===== config.mk =====
export PLATFORM = sky130hd
export DESIGN_NAME = uart_tx_ce_flat
export DESIGN_NICKNAME = d
export VERILOG_FILES = /design/src/rtl/uart_tx_ce_if.sv /design/src/rtl/uart_tx_ce.sv /design/src/flat_wrapper.sv
export SDC_FILE = /design/constraint.sdc
export NUM_CORES = 1
export LEC_CHECK = 0
export BUFFER_PORTS_ARGS = -buffer_cell sky130_fd_sc_hd__buf_2
export CORE_ASPECT_RATIO = 0.9
export CORE_MARGIN = 4
export CORE_UTILIZATION = 35
export CTS_CLUSTER_DIAMETER = 60
export DETAILED_ROUTE_END_ITERATION = 6
export GPL_TIMING_DRIVEN = 0
export SYNTH_ARGS = -nofsm -noshare
export SYNTH_HDL_FRONTEND = slang
export SYNTH_SLANG_ARGS = --single-unit

===== constraint.sdc =====
create_clock -name in_sys_clk -period 3.3 [get_ports in_sys_clk]
set_input_delay 0.495 -clock in_sys_clk [delete_from_list [all_inputs] [get_ports in_sys_clk]]
set_output_delay 0.495 -clock in_sys_clk [all_outputs]
set_load 0.02 [all_outputs]

===== src/rtl/uart_tx_ce_if.sv =====
// Byte handshake between a producer and the clock-enable driven UART transmitter.
`timescale 1ns/1ps
interface uart_tx_ce_if #(
  parameter int DATA_BITS = 8
);
  logic [DATA_BITS-1:0] in_data;
  logic                 in_valid;
  logic                 out_ready;

  modport master (
    output in_data,
    output in_valid,
    input  out_ready
  );

  modport slave (
    input  in_data,
    input  in_valid,
    output out_ready
  );
endinterface


===== src/rtl/uart_tx_ce.sv =====
// UART transmitter whose bit timing advances only on the divider's clock-enable strobe.
// Frame: start, LSB-first data, optional even parity, 1 or 2 stop bits.
//
//   state     | meaning
//   ----------+------------------------------------------------------
//   ST_IDLE   | line high, ready for a new byte
//   ST_START  | driving the start bit (low)
//   ST_DATA   | shifting out payload bits, LSB first
//   ST_PARITY | driving the even-parity bit
//   ST_STOP   | driving stop bit(s) high; done pulses at the last end
`timescale 1ns/1ps
module uart_tx_ce #(
  parameter int DATA_BITS     = 8,
  parameter int TICKS_PER_BIT = 16,
  parameter int PARITY_EN     = 0,
  parameter int STOP_BITS     = 1
) (
  input  logic               in_sys_clk,
  input  logic               in_rst_n,
  input  logic               in_clock_ena,
  uart_tx_ce_if.slave        tx_bus,
  output logic               out_tx,
  output logic               out_busy,
  output logic               out_done
);

  typedef enum logic [2:0] {
    ST_IDLE,
    ST_START,
    ST_DATA,
    ST_PARITY,
    ST_STOP
  } state_t;

  localparam logic [7:0] TICK_LAST = 8'(TICKS_PER_BIT - 1);
  localparam logic [2:0] BIT_LAST  = 3'(DATA_BITS - 1);
  localparam logic       STOP_LAST = 1'(STOP_BITS - 1);

  state_t               state_q, state_d;
  logic [7:0]           tick_q, tick_d;
  logic [2:0]           bit_idx_q, bit_idx_d;
  logic                 stop_idx_q, stop_idx_d;
  logic [DATA_BITS-1:0] shift_q, shift_d;
  logic                 parity_q, parity_d;
  logic                 tx_q, tx_d;
  logic                 done_q, done_d;

  logic accept;
  logic bit_end;

  assign accept  = tx_bus.in_valid && (state_q == ST_IDLE);
  assign bit_end = in_clock_ena && (tick_q == TICK_LAST);

  always_ff @(posedge in_sys_clk or negedge in_rst_n) begin
    if (!in_rst_n) begin
      state_q    <= ST_IDLE;
      tick_q     <= '0;
      bit_idx_q  <= '0;
      stop_idx_q <= 1'b0;
      shift_q    <= '0;
      parity_q   <= 1'b0;
      tx_q       <= 1'b1;
      done_q     <= 1'b0;
    end else begin
      state_q    <= state_d;
      tick_q     <= tick_d;
      bit_idx_q  <= bit_idx_d;
      stop_idx_q <= stop_idx_d;
      shift_q    <= shift_d;
      parity_q   <= parity_d;
      tx_q       <= tx_d;
      done_q     <= done_d;
    end
  end

  always_comb begin
    state_d    = state_q;
    tick_d     = tick_q;
    bit_idx_d  = bit_idx_q;
    stop_idx_d = stop_idx_q;
    shift_d    = shift_q;
    parity_d   = parity_q;
    tx_d       = tx_q;
    done_d     = 1'b0;

    // The strobe coinciding with accept is deliberately not counted.
    if ((state_q != ST_IDLE) && in_clock_ena) begin
      tick_d = bit_end ? 8'd0 : tick_q + 8'd1;
    end

    unique case (state_q)
      ST_IDLE: begin
        tx_d = 1'b1;
        if (accept) begin
          shift_d    = tx_bus.in_data;
          parity_d   = ^tx_bus.in_data;
          tick_d     = 8'd0;
          bit_idx_d  = 3'd0;
          stop_idx_d = 1'b0;
          tx_d       = 1'b0;
          state_d    = ST_START;
        end
      end

      ST_START: begin
        if (bit_end) begin
          bit_idx_d = 3'd0;
          tx_d      = shift_q[0];
          state_d   = ST_DATA;
        end
      end

      ST_DATA: begin
        if (bit_end) begin
          shift_d = shift_q >> 1;
          if (bit_idx_q == BIT_LAST) begin
            if (PARITY_EN != 0) begin
              tx_d    = parity_q;
              state_d = ST_PARITY;
            end else begin
              tx_d       = 1'b1;
              stop_idx_d = 1'b0;
              state_d    = ST_STOP;
            end
          end else begin
            bit_idx_d = bit_idx_q + 3'd1;
            tx_d      = shift_q[1];
          end
        end
      end

      ST_PARITY: begin
        if (bit_end) begin
          tx_d       = 1'b1;
          stop_idx_d = 1'b0;
          state_d    = ST_STOP;
        end
      end

      ST_STOP: begin
        tx_d = 1'b1;
        if (bit_end) begin
          if (stop_idx_q == STOP_LAST) begin
            done_d  = 1'b1;
            state_d = ST_IDLE;
          end else begin
            stop_idx_d = stop_idx_q + 1'b1;
          end
        end
      end

      default: begin
        tx_d    = 1'b1;
        state_d = ST_IDLE;
      end
    endcase
  end

  assign tx_bus.out_ready = (state_q == ST_IDLE);
  assign out_busy         = (state_q != ST_IDLE);
  assign out_tx           = tx_q;
  assign out_done         = done_q;

endmodule


===== src/flat_wrapper.sv =====
// flat-port wrapper written by rule: the top's interface ports become plain ports
module uart_tx_ce_flat 
#(
  parameter int DATA_BITS     = 8,
  parameter int TICKS_PER_BIT = 16,
  parameter int PARITY_EN     = 0,
  parameter int STOP_BITS     = 1
)
  (in_sys_clk, in_rst_n, in_clock_ena, out_tx, out_busy, out_done, tx_bus_in_data, tx_bus_in_valid, tx_bus_out_ready);
  uart_tx_ce_if #(.DATA_BITS(DATA_BITS)) tx_bus_i ();
  input  logic in_sys_clk;
  input  logic in_rst_n;
  input  logic in_clock_ena;
  output logic out_tx;
  output logic out_busy;
  output logic out_done;
  input wire logic [$bits(tx_bus_i.in_data)-1:0] tx_bus_in_data;
  input wire logic [$bits(tx_bus_i.in_valid)-1:0] tx_bus_in_valid;
  output wire logic [$bits(tx_bus_i.out_ready)-1:0] tx_bus_out_ready;
  assign tx_bus_i.in_data = tx_bus_in_data;
  assign tx_bus_i.in_valid = tx_bus_in_valid;
  assign tx_bus_out_ready = tx_bus_i.out_ready;
  uart_tx_ce #(.DATA_BITS(DATA_BITS), .TICKS_PER_BIT(TICKS_PER_BIT), .PARITY_EN(PARITY_EN), .STOP_BITS(STOP_BITS)) u_core (.in_sys_clk(in_sys_clk), .in_rst_n(in_rst_n), .in_clock_ena(in_clock_ena), .tx_bus(tx_bus_i), .out_tx(out_tx), .out_busy(out_busy), .out_done(out_done));
endmodule

==> results.md, run 1 <==
- R2r setup slk: 1.15 ns
- Commonest non-fill, non-tap cell in the layout: sky130_fd_sc_hd__dfrtp_1
- Slew @ Worst Pin: 0.675 ns
- Aggregate global-route resource usage: 0.130
- Worst-path cell chain: or4b_4 > or3_1 > buf_6 > a211o_1 > mux2_4
- Via count normalized by instance count: 5.47
- Placed cell areas: 1420 sq um
- CP max FO: 10
- Hold Crit Class: input pin to asynchronous set/reset pin
- Layout cells sized above 1: 0.301
- Power Dens Cells: 762 nW/um^2
- Detail Route met2 WL: 1260 um
- Worst setup path endpoint: u_core.bit_idx_q[0]$_DFFE_PN0P_
- Mapped cell area: 1280 sq um
- Number of sinks on the clock net: 24
- Synth Warn #: 0
- Layout-stage area growth over the synthesis result: 15.7%
- FF-to-FF End: u_core.bit_idx_q[0]$_DFFE_PN0P_
- CP peak stage delay: 0.57 ns
- Wirelength per Cell: 14.6 um
- Number of buffers inserted to repair setup after CTS: 0
- CP max stage cell: sky130_fd_sc_hd__or4b_4
- Number of detailed-route iterations in the first pass: 4
- Floorplan Core Area: 3450 sq um
- Avg Synthesized Cell Area: a little over 10 sq um
- Post-route setup TNS: 0 ns
- Maximum buffer depth of the clock tree: 2
- Result of the run: completed
- Achievable clock frequency: 0.465 GHz
- First-pass GRT wire length: 4860 um
- Share of the clock period used by the worst path after layout: 0.652
- Clock H-tree levels: 1
- Critical path capture point type: register
- Critical path class: register to register
- Reg2reg start: u_core.tick_q[5]$_DFF_PN0_
- Largest net degree at the start of global routing: 25
- Distinct cells, synth: 44
- Fin crit period: 2.15 ns
- Met1 wire length: between 1000 and 1500 um
- CTS tree: built
- Filler cells: 334
- Setup violations, final: 0
- Final layout net count: 159
- Crit path required time: 3.46 ns
- Worst supply voltage drop on vdd: 0.386 mV
- CTS Hold Bufs: 0
- Number of global-route vias before repair: 1068
- Slew headroom: 0.546
- Gate Count Post-Synth: 124
- Die extent in x: 71.9 um
- Grt ovf: 0
- Setup repair after global routing missed its margin: no
- Final routed DRC violation total: 0
- Total length of routed met3 wires: 154 um
- Max cap viols: 0
- Number of ports placed on the die boundary: 16
- Depth of the worst register-to-register path: 5
- Routed via count: ~1000
- Startpoint Class: register
- Starting density of the core: 0.372
- Placer Congestion: about 0.77
- Total wirelength of the detailed-routed design: about 2700 um
- Fraction of registers with async set/reset: 1.00
- Port bufs: 15
- Commonest non-fill, non-tap cells in the layout: sky130_fd_sc_hd__dfrtp_1 (23), sky130_fd_sc_hd__buf_2 (16), sky130_fd_sc_hd__nor2_1 (14)
- Synth Register Bits: 24
- Highest metal layer with signal wires: met4
- Die Y: 65.5 um
- Total clock buffers created by CTS: 3
- CTS root buf: sky130_fd_sc_hd__clkbuf_8
- Pins Over Slew Limit: 0
- Number of antenna repair diodes: 0
- Clock transition at the registers of the reported paths: ~0.090 ns
- Placed wire-length estimate: ~2000 um
- CTS resizes: 0
- Count of antenna-violating nets left after detailed routing: 0
- Main synth FF type: sky130_fd_sc_hd__dfrtp_1
- Iter 0 DRT Violations: between 100 and 150
- Clock skew: between 0.006 and 0.007 ns
- Sequential element share of the synthesized area: 0.468
- Static leakage: 0.000649 uW
- Number of flops mapped to enable cells by yosys: 0
- Number of nets in the synthesized netlist: 139
- Clock latency of the later-clocked register in the worst-skew pair: approximately 0.27 ns
- Cell Rows: 20
- Number of antenna violations at the first check in global routing: 0
- Design area: 1490 sq um
- Final Hold Fails: 0
- Launch point of the worst path: u_core.tick_q[5]$_DFF_PN0_
- Arrival time at the worst endpoint: between 2 and 2.5 ns
- Full die area: 4710 sq um
## cell type report
cell class	count	area, sq um	share of cell area
multi-input combinational	90	626	0.421
sequential	24	602	0.405
timing repair buffer	15	75.1	0.0505
tap	44	55.1	0.0370
buffer	6	42.5	0.0286
clock buffer	3	41.3	0.0278
clock inverter	1	30.0	0.0202
inverter	4	15.0	0.0101
## state kept, by name (all words and copies together), names as in the netlist
name	flops
u_core.bit_idx_q	3
u_core.out_done	1
u_core.out_tx	1
u_core.shift_q	8
u_core.state_q	3
u_core.tick_q	8
## worst min-delay path by stage
stage | startpoint | endpoint | slack, ns | cells past startpoint
2_1_floorplan | in_rst_n | u_core.bit_idx_q[0]$_DFFE_PN0P_ | 0.20 | 0
3_3_place_gp | in_rst_n | u_core.tick_q[3]$_DFF_PN0_ | 0.50 | 1
3_5_place_dp | u_core.bit_idx_q[1]$_DFFE_PN0P_ | u_core.bit_idx_q[1]$_DFFE_PN0P_ | 0.50 | 1
4_1_cts | in_rst_n | u_core.tick_q[3]$_DFF_PN0_ | 0.21 | 1
5_1_grt | in_rst_n | u_core.tick_q[2]$_DFF_PN0_ | 0.23 | 1
6_report | in_rst_n | u_core.tick_q[3]$_DFF_PN0_ | 0.20 | 1
## cell usage after synthesis, types with 2 or more instances
| cell | number | share of area |
|---|---|---|
| sky130_fd_sc_hd__a21oi_1 | 2 | 0.0078 |
| sky130_fd_sc_hd__nand3_1 | 7 | 0.027 |
| sky130_fd_sc_hd__o21ai_0 | 4 | 0.016 |
| sky130_fd_sc_hd__nor2_1 | 14 | 0.041 |
| sky130_fd_sc_hd__or3_1 | 4 | 0.019 |
| sky130_fd_sc_hd__inv_1 | 4 | 0.012 |
| sky130_fd_sc_hd__clkbuf_1 | 2 | 0.0058 |
| sky130_fd_sc_hd__xor2_1 | 3 | 0.020 |
| sky130_fd_sc_hd__ha_1 | 3 | 0.029 |
| sky130_fd_sc_hd__o221a_2 | 7 | 0.061 |
| sky130_fd_sc_hd__a22o_1 | 2 | 0.014 |
| sky130_fd_sc_hd__o22ai_1 | 2 | 0.0097 |
| sky130_fd_sc_hd__or2_2 | 7 | 0.034 |
| sky130_fd_sc_hd__buf_6 | 2 | 0.018 |
| sky130_fd_sc_hd__dfrtp_1 | 23 | 0.45 |
| sky130_fd_sc_hd__nand2_1 | 5 | 0.015 |
| sky130_fd_sc_hd__xnor2_1 | 4 | 0.027 |
| sky130_fd_sc_hd__nor3_1 | 3 | 0.012 |
## logic make-up (layout without fill, tap and decap cells)
group / count (synthesis) / in the layout / share of synthesized area
AOI/OAI and AO/OA: 28 / 28 / 0.175
xor gates and xnor gates: 7 / 7 / 0.0477
adders and majority gates: 3 / 3 / 0.0292
buffers and inverters: 10 / 29 / 0.0448
DFF: 24 / 24 / 0.468
muxes: 1 / 1 / 0.0117
and+or+nand+nor: 51 / 51 / 0.223
## per-stage QoR
step	power [uW]	utilization	worst slack [ns]	hold slack, ns	std cells
detailed placement	881	0.410	1.00	0.499	183
global placement	863	0.410	1.01	0.495	183
global route	1220	0.430	1.09	0.231	187
finish	1130	0.430	1.15	0.196	187
floorplan	776	-	1.23	0.199	124
CTS	1140	0.430	1.15	0.210	187
## critical path, delay by kind of cell, from the launching register on
kind | cells | cell delay [ns]
simple gates | 2 | 0.91
buf+inv | 1 | 0.16
compound gates | 1 | 0.29
mux | 1 | 0.26
flops | 1 | 0.42
## layer usage
layer  track usage  vias up
met5             0        -
met4        0.0141        0
met3        0.0398        2
met2         0.217       28
met1         0.171      504
li1              -      489
## where the power goes
group | internal (uW) | total [uW] | switching (uW)
clock | 162 | 258 | 95.8
combinational | 199 | 410 | 211
sequential | 388 | 464 | 76.1
total | 749 | 1130 | 383
Power figures use the tool's default switching activity.
==> run 2: changes to the inputs <==
- clock period: 3.3 -> 1.9 ns (I/O delays scaled with it)
==> results.md, run 2 (same netlist as run 1, synthesis figures left out) <==
- Pins Over Slew Limit: 0 (unchanged)
- Starting density of the core: 0.372 (unchanged)
- Layout-stage area growth over the synthesis result: 23.0%
- Final Hold Fails: 7 (+7)
- Number of antenna violations at the first check in global routing: 0 (unchanged)
- Final worst setup slack: -0.181 ns (-1.33 ns)
- Placed cell areas: 1420 sq um (unchanged)
- Worst slack at placement: -0.235 ns (-1.24 ns)
- Clock transition at the registers of the reported paths: 0.09 ns (about the same)
- Arrival time at the worst endpoint: 2.24 ns (-0.07 ns)
- First-pass GRT wire length: 5000 um (+2.7%)
- Die Y: 65.5 um (unchanged)
- CP top delay family: simple AND/OR/NAND/NOR gates
- Clock skew: 0.00824 ns (+0.00208 ns)
- Internal power: 1320 uW (+76%)
- Commonest non-fill, non-tap cell in the layout: sky130_fd_sc_hd__dfrtp_1
- Port bufs: 15 (unchanged)
- Final routed DRC violation total: 0 (unchanged)
- Sum of buffers and inverters on the critical path: 1 (unchanged)
- Floorplan Core Area: 3450 sq um (unchanged)
- CTS root buf: sky130_fd_sc_hd__clkbuf_8
- Total wirelength of the detailed-routed design: 2860 um (+4.9%)
- Number of sinks on the clock net: 24 (unchanged)
- CP max stage cell: sky130_fd_sc_hd__or4b_4
- CP max FO: 5 (-5)
- Post-layout utilization of the core: 0.458 (+0.0272)
- Static leakage: 0.000682 uW (+5.2%)
- R2r setup slk: -0.18 ns (-1.33 ns)
- Fin crit period: 2.08 ns (-0.0698 ns)
- Slew @ Worst Pin: 0.680 ns (+0.00538 ns)
- Placed wire-length estimate: 2000 um (+0.62%)
- Crit path required time: 2.06 ns (-1.40 ns)
- Power Dens Cells: 1270 nW/um^2 (+67%)
- Iter 0 DRT Violations: 77 (-33%)
- Startpoint Class: register
- Cell Rows: 20 (unchanged)
- Achievable clock frequency: 0.481 GHz (+3.4%)
- Number of ports placed on the die boundary: 16 (unchanged)
- Setup repair after global routing missed its margin: yes
- Slew headroom: 0.543 (-0.00362)
- Die extent in x: 71.9 um (unchanged)
- Share of the clock period used by the worst path after layout: 1.10 (+0.443)
- Design area: 1580 sq um (+6.3%)
- Biggest regs: u_core.shift_q x8, u_core.tick_q x8
- Critical path class: register to register
- Failing checks: negative hold slack, negative setup slack
- Critical path capture point type: register
- Maximum buffer depth of the clock tree: 2 (unchanged)
- Combinational fraction of design power: 0.372 (+0.010)
- Commonest non-fill, non-tap cells in the layout: sky130_fd_sc_hd__dfrtp_1 (23), sky130_fd_sc_hd__buf_2 (16), sky130_fd_sc_hd__nor2_1 (13)
- Full die area: 4710 sq um (unchanged)
- Via count normalized by instance count: 5.35 (-2.2%)
- Number of detailed-route iterations in the first pass: 4 (unchanged)
- Wirelength per Cell: 14.8 um (+1.6%)
- Routed via count: 1033 (+0.98%)
- CP peak stage delay: 0.55 ns (-0.02 ns)
- Setup violations, final: 21 (+21)
- Placer Congestion: 0.794 (+2.5%)
- Worst supply voltage drop on vdd: 0.691 mV (+79%)
- Largest net degree at the start of global routing: 25 (unchanged)
- Power dissipated by switching net loads: 691 uW (+80%)
- Hold Crit Class: input pin to asynchronous set/reset pin
- Number of antenna repair diodes: 0 (unchanged)
- Grt ovf: 0 (unchanged)
- Share of power burned in registers: 0.403 (-0.007)
- Worst-path cell chain: or4b_4 > or3_1 > buf_6 > a211o_1 > mux2_4
- Number of global-route vias before repair: 1073 (+0.47%)
- Final layout net count: 165 (+3.8%)
- Result of the run: finished, violations left
- CTS tree: built
- Max cap viols: 0 (unchanged)
- Clock latency of the later-clocked register in the worst-skew pair: 0.27 ns (about the same)
- Layout cells sized above 1: 0.396 (+0.0953)
- Share of total power in the clock network: 0.225 (-0.003)
- Total clock buffers created by CTS: 3 (unchanged)
- Count of antenna-violating nets left after detailed routing: 0 (unchanged)
- Switching portion of total power: 0.344 (+0.00621)
- Worst hold margin: -0.0116 ns (-0.207 ns)
- Clock H-tree levels: 1 (unchanged)
- Aggregate global-route resource usage: 0.134 (+0.00434)
## run 2: path summary, 6_finish.rpt
check | start | to | depth (start not counted)
max | u_core.tick_q[5]$_DFF_PN0_ | u_core.bit_idx_q[0]$_DFFE_PN0P_ | 5
min | in_rst_n | u_core.tick_q[2]$_DFF_PN0_ | 1
max reg2reg | u_core.tick_q[5]$_DFF_PN0_ | u_core.bit_idx_q[0]$_DFFE_PN0P_ | 5
min reg2reg | u_core.bit_idx_q[1]$_DFFE_PN0P_ | u_core.bit_idx_q[1]$_DFFE_PN0P_ | 1
max in group asynchronous | in_rst_n | u_core.out_tx$_DFFE_PN1P_ | 1
min in group in_sys_clk | in_clock_ena | u_core.tick_q[1]$_DFF_PN0_ | 2
## run 2: layout make-up
| cell class | count | area [sq um] |
|---|---|---|
| clock inverter | 1 | 30.0 |
| multi-input combinational | 90 | 659 |
| timing repair buffer | 23 | 143 |
| buffer | 4 | 35.0 |
| tap | 44 | 55.1 |
| sequential | 24 | 602 |
| clock buffer | 3 | 41.3 |
| fill | 337 | 1870 |
| inverter | 4 | 15.0 |
## run 2: worst register-to-register path: stages (launching register included)
cell	delay, ns
sky130_fd_sc_hd__dfrtp_1	0.40
sky130_fd_sc_hd__or4b_4	0.55
sky130_fd_sc_hd__or3_1	0.33
sky130_fd_sc_hd__buf_6	0.14
sky130_fd_sc_hd__a211o_1	0.28
sky130_fd_sc_hd__mux2_4	0.26
## run 2: stage by stage
stage | total power, uW | setup TNS [ns] | std cells
floorplan | 1350 | -0.367 | 124
global placement | 1500 | -2.46 | 183
detailed placement | 1530 | -2.67 | 183
CTS | 2010 | -2.31 | 193
global route | 2150 | -3.83 | 193
finish | 2010 | -1.94 | 193
## run 2: repair_timing
item	in CTS	in global routing
pin swaps	4	4
gates resized for setup	4	8
hold buffers	0	0
setup endpoints to repair	18	22
hold endpoints to repair	0	0
setup buffers	7	1
## run 2: layer usage
metal / vias up / share of wire / track usage
met4: 0 / 0.0067 / 0.0305
met2: 18 / 0.47 / 0.209
met1: 512 / 0.47 / 0.182
li1: 499 / - / -
met5: - / 0 / 0
met3: 4 / 0.049 / 0.0428
## run 2: power groups by stage
stage               clock network [uW]  registers [uW]  logic (uW)
finish                             452             809         745
global placement                     0             811         688
floorplan                            0             793         555
CTS                                460             808         738
global route                       492             832         828
detailed placement                   0             818         714
==> run 3: changes to the inputs <==
- clock period: 1.9 -> 2.14 ns (I/O delays scaled with it)
==> results.md, run 3 (same netlist as run 1, synthesis figures left out) <==
- Result of the run: completed
- Switching portion of total power: 0.338 (-0.00584)
- Via count normalized by instance count: 5.40 (+0.89%)
- Setup repair after global routing missed its margin: yes
- Final routed DRC violation total: 0 (unchanged)
- Max cap viols: 0 (unchanged)
- Power dissipated by switching net loads: 593 uW (-14%)
- Internal power: 1160 uW (-12%)
- Achievable clock frequency: 0.468 GHz (-2.6%)
- Number of global-route vias before repair: 1066 (-0.65%)
- Floorplan Core Area: 3450 sq um (unchanged)
- Final Hold Fails: 0 (-7)
- Full die area: 4710 sq um (unchanged)
- Slew headroom: 0.554 (+0.0115)
- Fin crit period: 2.14 ns (+0.0565 ns)
- Biggest regs: u_core.shift_q x8, u_core.tick_q x8
- CTS Hold Bufs: 0 (unchanged)
- Critical path capture point type: register
- CTS root buf: sky130_fd_sc_hd__clkbuf_8
- Static leakage: 0.000672 uW (-1.6%)
- Crit path required time: 2.29 ns (+0.23 ns)
- Die extent in x: 71.9 um (unchanged)
- Number of detailed-route iterations in the first pass: 4 (unchanged)
- Count of antenna-violating nets left after detailed routing: 0 (unchanged)
- Power Dens Cells: 1150 nW/um^2 (-9.7%)
- Placer Congestion: 0.775 (-2.4%)
- Commonest non-fill, non-tap cells in the layout: sky130_fd_sc_hd__dfrtp_1 (23), sky130_fd_sc_hd__buf_2 (16), sky130_fd_sc_hd__nor2_1 (14)
- Setup violations, final: 0 (-100%)
- Port bufs: 15 (unchanged)
- Aggregate global-route resource usage: 0.130 (-0.00401)
- Share of the clock period used by the worst path after layout: 0.999 (-0.0964)
- First-pass GRT wire length: 4880 um (-2.3%)
- Worst supply voltage drop on vdd: 0.595 mV (-14%)
- Total wirelength of the detailed-routed design: 2750 um (-3.9%)
- Post-route setup TNS: 0 ns (+1.94 ns)
- Iter 0 DRT Violations: 85 (+10%)
- Worst-path cell chain: or4b_4 > or3_4 > a211o_1 > mux2_4
- Placed wire-length estimate: 1980 um (-0.62%)
- CP max stage cell: sky130_fd_sc_hd__or4b_4
- Arrival time at the worst endpoint: 2.29 ns (+0.05 ns)
- Cell Rows: 20 (unchanged)
- Die Y: 65.5 um (unchanged)
- Clock skew: 0.00664 ns (-0.00159 ns)
- Routed via count: 1026 (-0.68%)
- Final layout net count: 162 (-1.8%)
- Critical path class: register to register
- CTS tree: built
- Worst slack at placement: 0.0121 ns (+0.247 ns)
- Largest net degree at the start of global routing: 25 (unchanged)
- Share of power burned in registers: 0.409 (+0.006)
- Layout-stage area growth over the synthesis result: 18.9%
- Share of total power in the clock network: 0.226 (about the same)
- Layout cells sized above 1: 0.329 (-0.0672)
- Slew @ Worst Pin: 0.663 ns (-0.0170 ns)
- Starting density of the core: 0.372 (unchanged)
- CP max FO: 5 (unchanged)
- Startpoint Class: register
- Wirelength per Cell: 14.5 um (-2.3%)
- Clock latency of the later-clocked register in the worst-skew pair: 0.27 ns (about the same)
- Number of antenna repair diodes: 0 (unchanged)
- Grt ovf: 0 (unchanged)
- Clock H-tree levels: 1 (unchanged)
- Commonest non-fill, non-tap cell in the layout: sky130_fd_sc_hd__dfrtp_1
- Final worst setup slack: 0.00288 ns (+0.183 ns)
- Clock transition at the registers of the reported paths: 0.09 ns (about the same)
- Maximum buffer depth of the clock tree: 2 (unchanged)
- Number of sinks on the clock net: 24 (unchanged)
- Number of antenna violations at the first check in global routing: 0 (unchanged)
- Number of ports placed on the die boundary: 16 (unchanged)
- Combinational fraction of design power: 0.365 (-0.007)
- Hold Crit Class: input pin to asynchronous set/reset pin
- CP peak stage delay: 0.57 ns (+0.02 ns)
- Pins Over Slew Limit: 0 (unchanged)
- Total clock buffers created by CTS: 3 (unchanged)
-- run 3: final cells by class --
cell class	count	area [sq um]
fill	332	1930
multi-input combinational	90	636
sequential	24	602
timing repair buffer	19	118
tap	44	55.1
clock buffer	3	41.3
buffer	5	31.3
clock inverter	1	30.0
inverter	4	15.0
-- run 3: stage by stage --
step	utilization	hold WS [ns]	cell area [sq um]	cells	power [uW]
2_1_floorplan	-	0.0254	1280	124	1200
3_3_place_gp	0.410	0.330	1420	183	1330
3_5_place_dp	0.410	0.341	1420	183	1360
4_1_cts	0.430	0.0357	1490	187	1760
5_1_grt	0.442	0.0568	1530	190	1890
6_report	0.442	0.0228	1530	190	1750
-- run 3: metal layers --
layer / part of all wire / vias to the layer above / GRT usage
met5: 0 / - / 0
met4: 0.0029 / 0 / 0.0141
met3: 0.046 / 2 / 0.0398
met2: 0.47 / 20 / 0.217
met1: 0.49 / 508 / 0.172
li1: - / 496 / -
-- run 3: critical path: cells and delay by family, from the launching register on --
kind / cells / cell delay, ns
simple gates: 2 / 1.00
flops: 1 / 0.41
compound gates: 1 / 0.34
mux: 1 / 0.26
-- run 3: final timing paths --
kind / from / end / slack (ns) / depth (start not counted)
max in group asynchronous: in_rst_n / u_core.out_tx$_DFFE_PN1P_ / 1.74 / 1
worst max-delay path: u_core.tick_q[5]$_DFF_PN0_ / u_core.bit_idx_q[0]$_DFFE_PN0P_ / 0.003 / 4
worst min register to register: u_core.bit_idx_q[1]$_DFFE_PN0P_ / u_core.bit_idx_q[1]$_DFFE_PN0P_ / 0.52 / 1
worst min-delay path: in_rst_n / u_core.tick_q[3]$_DFF_PN0_ / 0.02 / 1
worst max register to register: u_core.tick_q[5]$_DFF_PN0_ / u_core.bit_idx_q[0]$_DFFE_PN0P_ / 0.003 / 4
min in group in_sys_clk: in_clock_ena / u_core.tick_q[1]$_DFF_PN0_ / 0.38 / 2
-- run 3: power by group through the flow --
stage | Sequential [uW] | Combinational [uW] | Clock (uW)
2_1_floorplan | 704 | 493 | 0
3_3_place_gp | 721 | 610 | 0
3_5_place_dp | 724 | 635 | 0
4_1_cts | 714 | 639 | 409
5_1_grt | 737 | 718 | 432
6_report | 716 | 639 | 397
-- run 3: timing repair --
item                                    CTS  global route
pin swaps                                 1             4
setup buffers                             0             4
endpoints found under the setup margin    1            16
resized for setup                         0             3
